`src/rtl/iob_cache_line_fill_pkg.sv`:
```
// Shared cache configuration: line-fill FSM encodings and default cache geometry.
package iob_cache_line_fill_pkg;

  typedef enum logic [1:0] {
    ST_IDLE   = 2'd0,
    ST_REQ    = 2'd1,
    ST_FILL   = 2'd2,
    ST_COMMIT = 2'd3
  } fill_state_e;

  localparam int N_WAYS_DEF        = 8;
  localparam int SET_INDEX_W_DEF   = 7;
  localparam int TAG_W_DEF         = 20;
  localparam int WORD_OFFSET_W_DEF = 2;
  localparam int DATA_W_DEF        = 32;

  // A one-word line still needs a 1-bit beat counter register.
  function automatic int cnt_width(input int w);
    return (w > 0) ? w : 1;
  endfunction

endpackage

```
`src/rtl/iob_cache_bin_to_onehot.sv`:
```
// Binary way index to one-hot way vector, purely combinational.
module iob_cache_bin_to_onehot #(
  parameter int N = 8,
  parameter int W = $clog2(N)
) (
  input  logic [W-1:0] bin_i,
  output logic [N-1:0] onehot_o
);

  always_comb begin
    onehot_o = N'(1) << bin_i;
  end

endmodule

```
`src/rtl/iob_cache_line_fill.sv`:
```
// Cache miss line fill: burst-read one line from the backend into the chosen way, then commit tag and LRU.
// Request is held until be_ready_i; beats are written the cycle they arrive; cke_i=0 freezes state and strobes.
module iob_cache_line_fill
  import iob_cache_line_fill_pkg::*;
#(
  parameter int N_WAYS        = N_WAYS_DEF,
  parameter int NWAYS_W       = $clog2(N_WAYS),
  parameter int SET_INDEX_W   = SET_INDEX_W_DEF,
  parameter int TAG_W         = TAG_W_DEF,
  parameter int WORD_OFFSET_W = WORD_OFFSET_W_DEF,
  parameter int DATA_W        = DATA_W_DEF,
  localparam int BE_ADDR_W    = TAG_W + SET_INDEX_W + WORD_OFFSET_W
) (
  input  logic                     clk_i,
  input  logic                     cke_i,
  input  logic                     rst_i,
  input  logic                     miss_i,
  input  logic [TAG_W-1:0]         miss_tag_i,
  input  logic [SET_INDEX_W-1:0]   miss_index_i,
  input  logic [NWAYS_W-1:0]       way_select_bin_i,
  output logic                     busy_o,
  output logic                     done_o,
  output logic                     be_valid_o,
  output logic [BE_ADDR_W-1:0]     be_addr_o,
  input  logic                     be_ready_i,
  input  logic                     be_rvalid_i,
  input  logic [DATA_W-1:0]        be_rdata_i,
  output logic                     data_we_o,
  output logic [NWAYS_W-1:0]       data_way_o,
  output logic [SET_INDEX_W-1:0]   data_index_o,
  output logic [WORD_OFFSET_W-1:0] data_offset_o,
  output logic [DATA_W-1:0]        data_wdata_o,
  output logic                     tag_we_o,
  output logic [TAG_W-1:0]         tag_o,
  output logic                     rep_write_en_o,
  output logic [N_WAYS-1:0]        rep_way_hit_o
);

  localparam int CNT_W = cnt_width(WORD_OFFSET_W);
  localparam logic [CNT_W-1:0] LAST_BEAT = CNT_W'((1 << WORD_OFFSET_W) - 1);

  fill_state_e             state_q, state_d;
  logic [TAG_W-1:0]        tag_q, tag_d;
  logic [SET_INDEX_W-1:0]  index_q, index_d;
  logic [NWAYS_W-1:0]      way_q, way_d;
  logic [CNT_W-1:0]        cnt_q, cnt_d;
  logic                    beat;
  logic                    commit_stb;
  logic [N_WAYS-1:0]       way_onehot;

  iob_cache_bin_to_onehot #(
    .N (N_WAYS),
    .W (NWAYS_W)
  ) u_way_onehot (
    .bin_i    (way_q),
    .onehot_o (way_onehot)
  );

  always_comb begin
    state_d        = state_q;
    tag_d          = tag_q;
    index_d        = index_q;
    way_d          = way_q;
    cnt_d          = cnt_q;
    beat           = 1'b0;
    commit_stb     = 1'b0;
    busy_o         = (state_q != ST_IDLE);
    be_valid_o     = (state_q == ST_REQ);
    be_addr_o      = BE_ADDR_W'({tag_q, index_q}) << WORD_OFFSET_W;
    data_way_o     = way_q;
    data_index_o   = index_q;
    tag_o          = tag_q;
    data_wdata_o   = (state_q == ST_FILL) ? be_rdata_i : '0;

    if (cke_i) begin
      unique case (state_q)
        ST_IDLE: begin
          if (miss_i) begin
            state_d = ST_REQ;
            tag_d   = miss_tag_i;
            index_d = miss_index_i;
            way_d   = way_select_bin_i;
            cnt_d   = '0;
          end
        end
        ST_REQ: begin
          if (be_ready_i) state_d = ST_FILL;
        end
        ST_FILL: begin
          if (be_rvalid_i) begin
            beat = 1'b1;
            // Counter parks on the last beat; the FSM leaves FILL instead of wrapping.
            if (cnt_q == LAST_BEAT) state_d = ST_COMMIT;
            else                    cnt_d   = cnt_q + 1'b1;
          end
        end
        ST_COMMIT: begin
          commit_stb = 1'b1;
          state_d    = ST_IDLE;
        end
        default: state_d = ST_IDLE;
      endcase
    end

    data_we_o      = beat;
    tag_we_o       = commit_stb;
    done_o         = commit_stb;
    rep_write_en_o = commit_stb;
    rep_way_hit_o  = commit_stb ? way_onehot : '0;
  end

  generate
    if (WORD_OFFSET_W > 0) begin : g_offset
      assign data_offset_o = cnt_q;
    end else begin : g_no_offset
      assign data_offset_o = '0;
    end
  endgenerate

  always_ff @(posedge clk_i) begin
    if (rst_i) begin
      state_q <= ST_IDLE;
      tag_q   <= '0;
      index_q <= '0;
      way_q   <= '0;
      cnt_q   <= '0;
    end else begin
      state_q <= state_d;
      tag_q   <= tag_d;
      index_q <= index_d;
      way_q   <= way_d;
      cnt_q   <= cnt_d;
    end
  end

endmodule

```
`config.mk`:
```
export PLATFORM = sky130hd
export DESIGN_NAME = iob_cache_line_fill
export DESIGN_NICKNAME = d
export VERILOG_FILES = /design/src/rtl/iob_cache_line_fill_pkg.sv /design/src/rtl/iob_cache_bin_to_onehot.sv /design/src/rtl/iob_cache_line_fill.sv
export SDC_FILE = /design/constraint.sdc
export NUM_CORES = 1
export LEC_CHECK = 0
export ABC_AREA = 1
export BUFFER_PORTS_ARGS = -buffer_cell sky130_fd_sc_hd__buf_4
export CAP_MARGIN = 30
export CORE_UTILIZATION = 38
export DETAILED_ROUTE_END_ITERATION = 16
export GPL_TIMING_DRIVEN = 0
export HOLD_SLACK_MARGIN = 0.06
export MAX_ROUTING_LAYER = met4
export PLACE_DENSITY = 0.89
export SYNTH_ARGS = -nofsm -noshare
export SYNTH_HDL_FRONTEND = slang
export SYNTH_SLANG_ARGS = --single-unit
```
`constraint.sdc`:
```
create_clock -name clk_i -period 1.6 [get_ports clk_i]
set_input_delay 0.08 -clock clk_i [delete_from_list [all_inputs] [get_ports clk_i]]
set_output_delay 0.08 -clock clk_i [all_outputs]
set_load 0.02 [all_outputs]
```
==> impl_metrics.py <==
metrics = {
    "worst_setup_path": {
        "cp_cell_sequence": "ha_1, nand2_1, inv_2, nand2_1, nor2_1, buf_4",
        "crit_family": "flip-flops",
        "required_ns": 1.52,
        "ff2ff_setup_slack_ns": 0.25,
        "crit_path_top_delay_cell": "dfxtp_2",
        "endpoint_kind": "output port",
        "path_class": "reg2out",
        "crit_path_max_incr_delay_ns": 0.39,
        "path_max_fanout": 5,
        "arrival_ns": 1.38,
        "cp_common_cell": "nand2_1",
        "worst-path-buf-inv": 2,
        "startpoint_type": "register",
    },
    "routing": {
        "met3WireLength_um": 514,
        "first_iter_violations": 45,
        "wl_per_cell_um": 11.2,
        "ant_nets": 0,
        "firstDrtPassIters": 4,
        "avgViaCountPerCell": 4.27,
        "wl_met1_um": 2100,
        "via_count": 2423,
        "drc": 0,
        "wl_met2_um": 3660,
        "drt-total-wl_um": 6340,
        "routed.top_layer": "met4",
    },
    "global_routing": {
        "grt_pass1_vias": 2071,
        "grt_pass1_wl_um": 8480,
        "grt_max_degree": 11,
        "gr-total-overflow": 0,
        "track_usage_pct": 20.4,
        "antenna_found_initial": 0,
    },
    "sta": {
        "min_period_over_period_pct": 91.1,
        "setup_tns_ns": 0,
        "clock_skew_ns": 0.00685,
        "setup_viol": 0,
        "finalCriticalPeriod_ns": 1.46,
        "hold_violations": 0,
        "slew_viol_final": 0,
        "fmax_mhz": 686,
        "rsz0062_at_grt": "no",
    },
    "clocking": {
        "clock_path_buffers": 2,
        "cts_tree": "done",
        "clock_sinks": 34,
        "cts_setup_buffers": 0,
        "clockRootBuffer": "clkbuf_8",
        "clk_pin_slew_ns": 0.07,
        "cts_made_buffers": 5,
        "clkLatencyLatePin_ns": 0.28,
        "htree_levels": 2,
    },
    "floorplanning": {
        "fp.dieW_um": 75.2,
        "die_h_um": 75.2,
        "std_cell_rows": 26,
        "pin_count": 175,
        "core-area_um2": 5140,
        "dieArea_um2": 5660,
        "start_util_pct": 39.6,
    },
    "layout": {
        "fill_cells": 404,
        "fin_area_um2": 3700,
        "stdcell_count": 567,
        "syn2layout_area_growth_pct": 81.6,
        "nets": 572,
        "antenna_cells": 0,
        "drive_gt1_share_pct": 46.7,
    },
    "placement": {
        "place_congestion": 0.819,
        "dpl_cell_area_um2": 3420,
        "io_buffers": 172,
        "place_inst": 546,
        "dp_hpwl_um": 4950,
    },
    "synth": {
        "postSynthCellCount": 303,
        "synth-seq-cells": 34,
        "synth.largest_area_cell": "dfxtp_1",
        "async_reset_ff_share_pct": 0,
        "synth_common_cells": "75 x inv_1, 53 x nand2_1, 34 x dfxtp_1",
        "synth_edf_count": 0,
        "ys_types": 18,
        "synth_top_area_share_pct": 33.4,
        "yosysMostFrequentCell": "inv_1",
        "synth_area_leaders": "dfxtp_1 33%, inv_1 14%, buf_4 11%, nand2_1 9.8%, a21oi_1 7.4%",
        "postSynthAreaPerCell_um2": 6.72,
        "synth_area_um2": 2040,
        "ys_seq_area_share_pct": 33.4,
        "yosys_warnings": 0,
        "synth_ff_type": "dfxtp_1",
    },
    "job": {
        "drv_cap": 0,
    },
    "power_and_ir_drop": {
        "peakVddDrop_mv": 0.682,
        "cellLeakagePower_nw": 2.18,
        "p_per_area_nw_per_um2": 907,
        "p_total_mw": 3.35,
    },
    "status": {
        "outcome": "complete, no violations",
    },
    "min_path": {
        "min_path_type": "in2reg",
    },
}
worst register-to-register path, delay by kind of cell (launching register included):
kind	cells	cell delay, ns
simple gates	6	0.53
flops	1	0.39
fa+ha+maj	1	0.24
buf+inv	1	0.09
repair_timing:
action                                  CTS  global route
hold buffers                             15             0
gates resized for setup                   5             4
endpoints found under the hold margin    15             0
endpoints found under the setup margin   30            38
path summary, 6_finish.rpt:
check,cells after the start,to,from
setup / recovery,6,rep_way_hit_o[5],state_q[1]$_SDFFE_PP0P_
hold / removal,3,data_index_o[3]$_SDFFE_PP0P_,miss_index_i[3]
setup reg to reg,8,data_offset_o[0]$_SDFFE_PP0P_,state_q[1]$_SDFFE_PP0P_
hold reg to reg,2,tag_o[9]$_SDFFE_PP0P_,tag_o[9]$_SDFFE_PP0P_
placed cells by master, fill, tap and decap left out:
| master | Yosys | routed |
|---|---|---|
| nand3_1 | 5 | 5 |
| buf_6 | 6 | 6 |
| buf_4 | 31 | 206 |
| ha_4 | 0 | 1 |
| clkbuf_8 | 0 | 6 |
| dlygate4sd3_1 | 0 | 15 |
| nand2_1 | 53 | 53 |
| nor2_1 | 20 | 20 |
| nor2_2 | 1 | 1 |
| buf_1 | 1 | 1 |
| dfxtp_1 | 34 | 32 |
| ha_1 | 7 | 6 |
| inv_1 | 75 | 73 |
| o21ai_1 | 26 | 26 |
| nand3_4 | 1 | 1 |
| inv_2 | 0 | 2 |
| a21oi_1 | 30 | 30 |
| clkbuf_1 | 2 | 2 |
| conb_1 | 1 | 2 |
| o21ai_2 | 5 | 5 |
| bufinv_16 | 0 | 1 |
| clkinv_2 | 1 | 1 |
| dfxtp_2 | 0 | 2 |
power breakdown:
part,internal [mW],total (mW),switching [mW]
registers,0.951,1.04,0.0908
clock network,0.498,0.795,0.297
logic,0.719,1.52,0.798
total,2.17,3.35,1.19
per-stage QoR:
stage	hold WS (ns)	util, %	setup WS (ns)
CTS	0.0605	71.8	0.00794
global route	0.0708	72.0	0.0226
global placement	0.338	66.5	0.166
finish	0.0647	72.0	0.142
detailed placement	0.348	66.5	0.120
floorplan	0.242	-	0.291
state kept, by name (all words and copies together) (netlist names):
signal         flops
tag_o             20
data_way_o         3
data_index_o       7
state_q            2
data_offset_o      2
routing by layer:
layer	up-vias	global-route usage, %
met4	0	7.20
met5	-	-
met3	10	5.76
met2	100	41.0
li1	1251	-
met1	1062	17.8
cells by family (layout without fill, tap and decap cells):
group,Yosys count,after routing,share of synthesized area (%)
flops,34,34,33.4
simple gates,80,80,15.8
buf+inv,120,313,30.3
fa+ha+maj,7,7,4.30
compound gates,61,61,15.9
other cells,1,2,0.184
final cells by class:
type	instances	area [µm²]	area share, %
Clock buffer	6	82.6	2.23
Buffer	43	334	9.03
Multi-Input combinational cell	150	754	20.4
Sequential cell	34	683	18.5
Tap cell	70	87.6	2.37
Inverter	76	287	7.74
Clock inverter	1	30.0	0.812
Timing Repair Buffer	187	1440	39.0
Note: power is estimated with default switching activity, not from simulation.
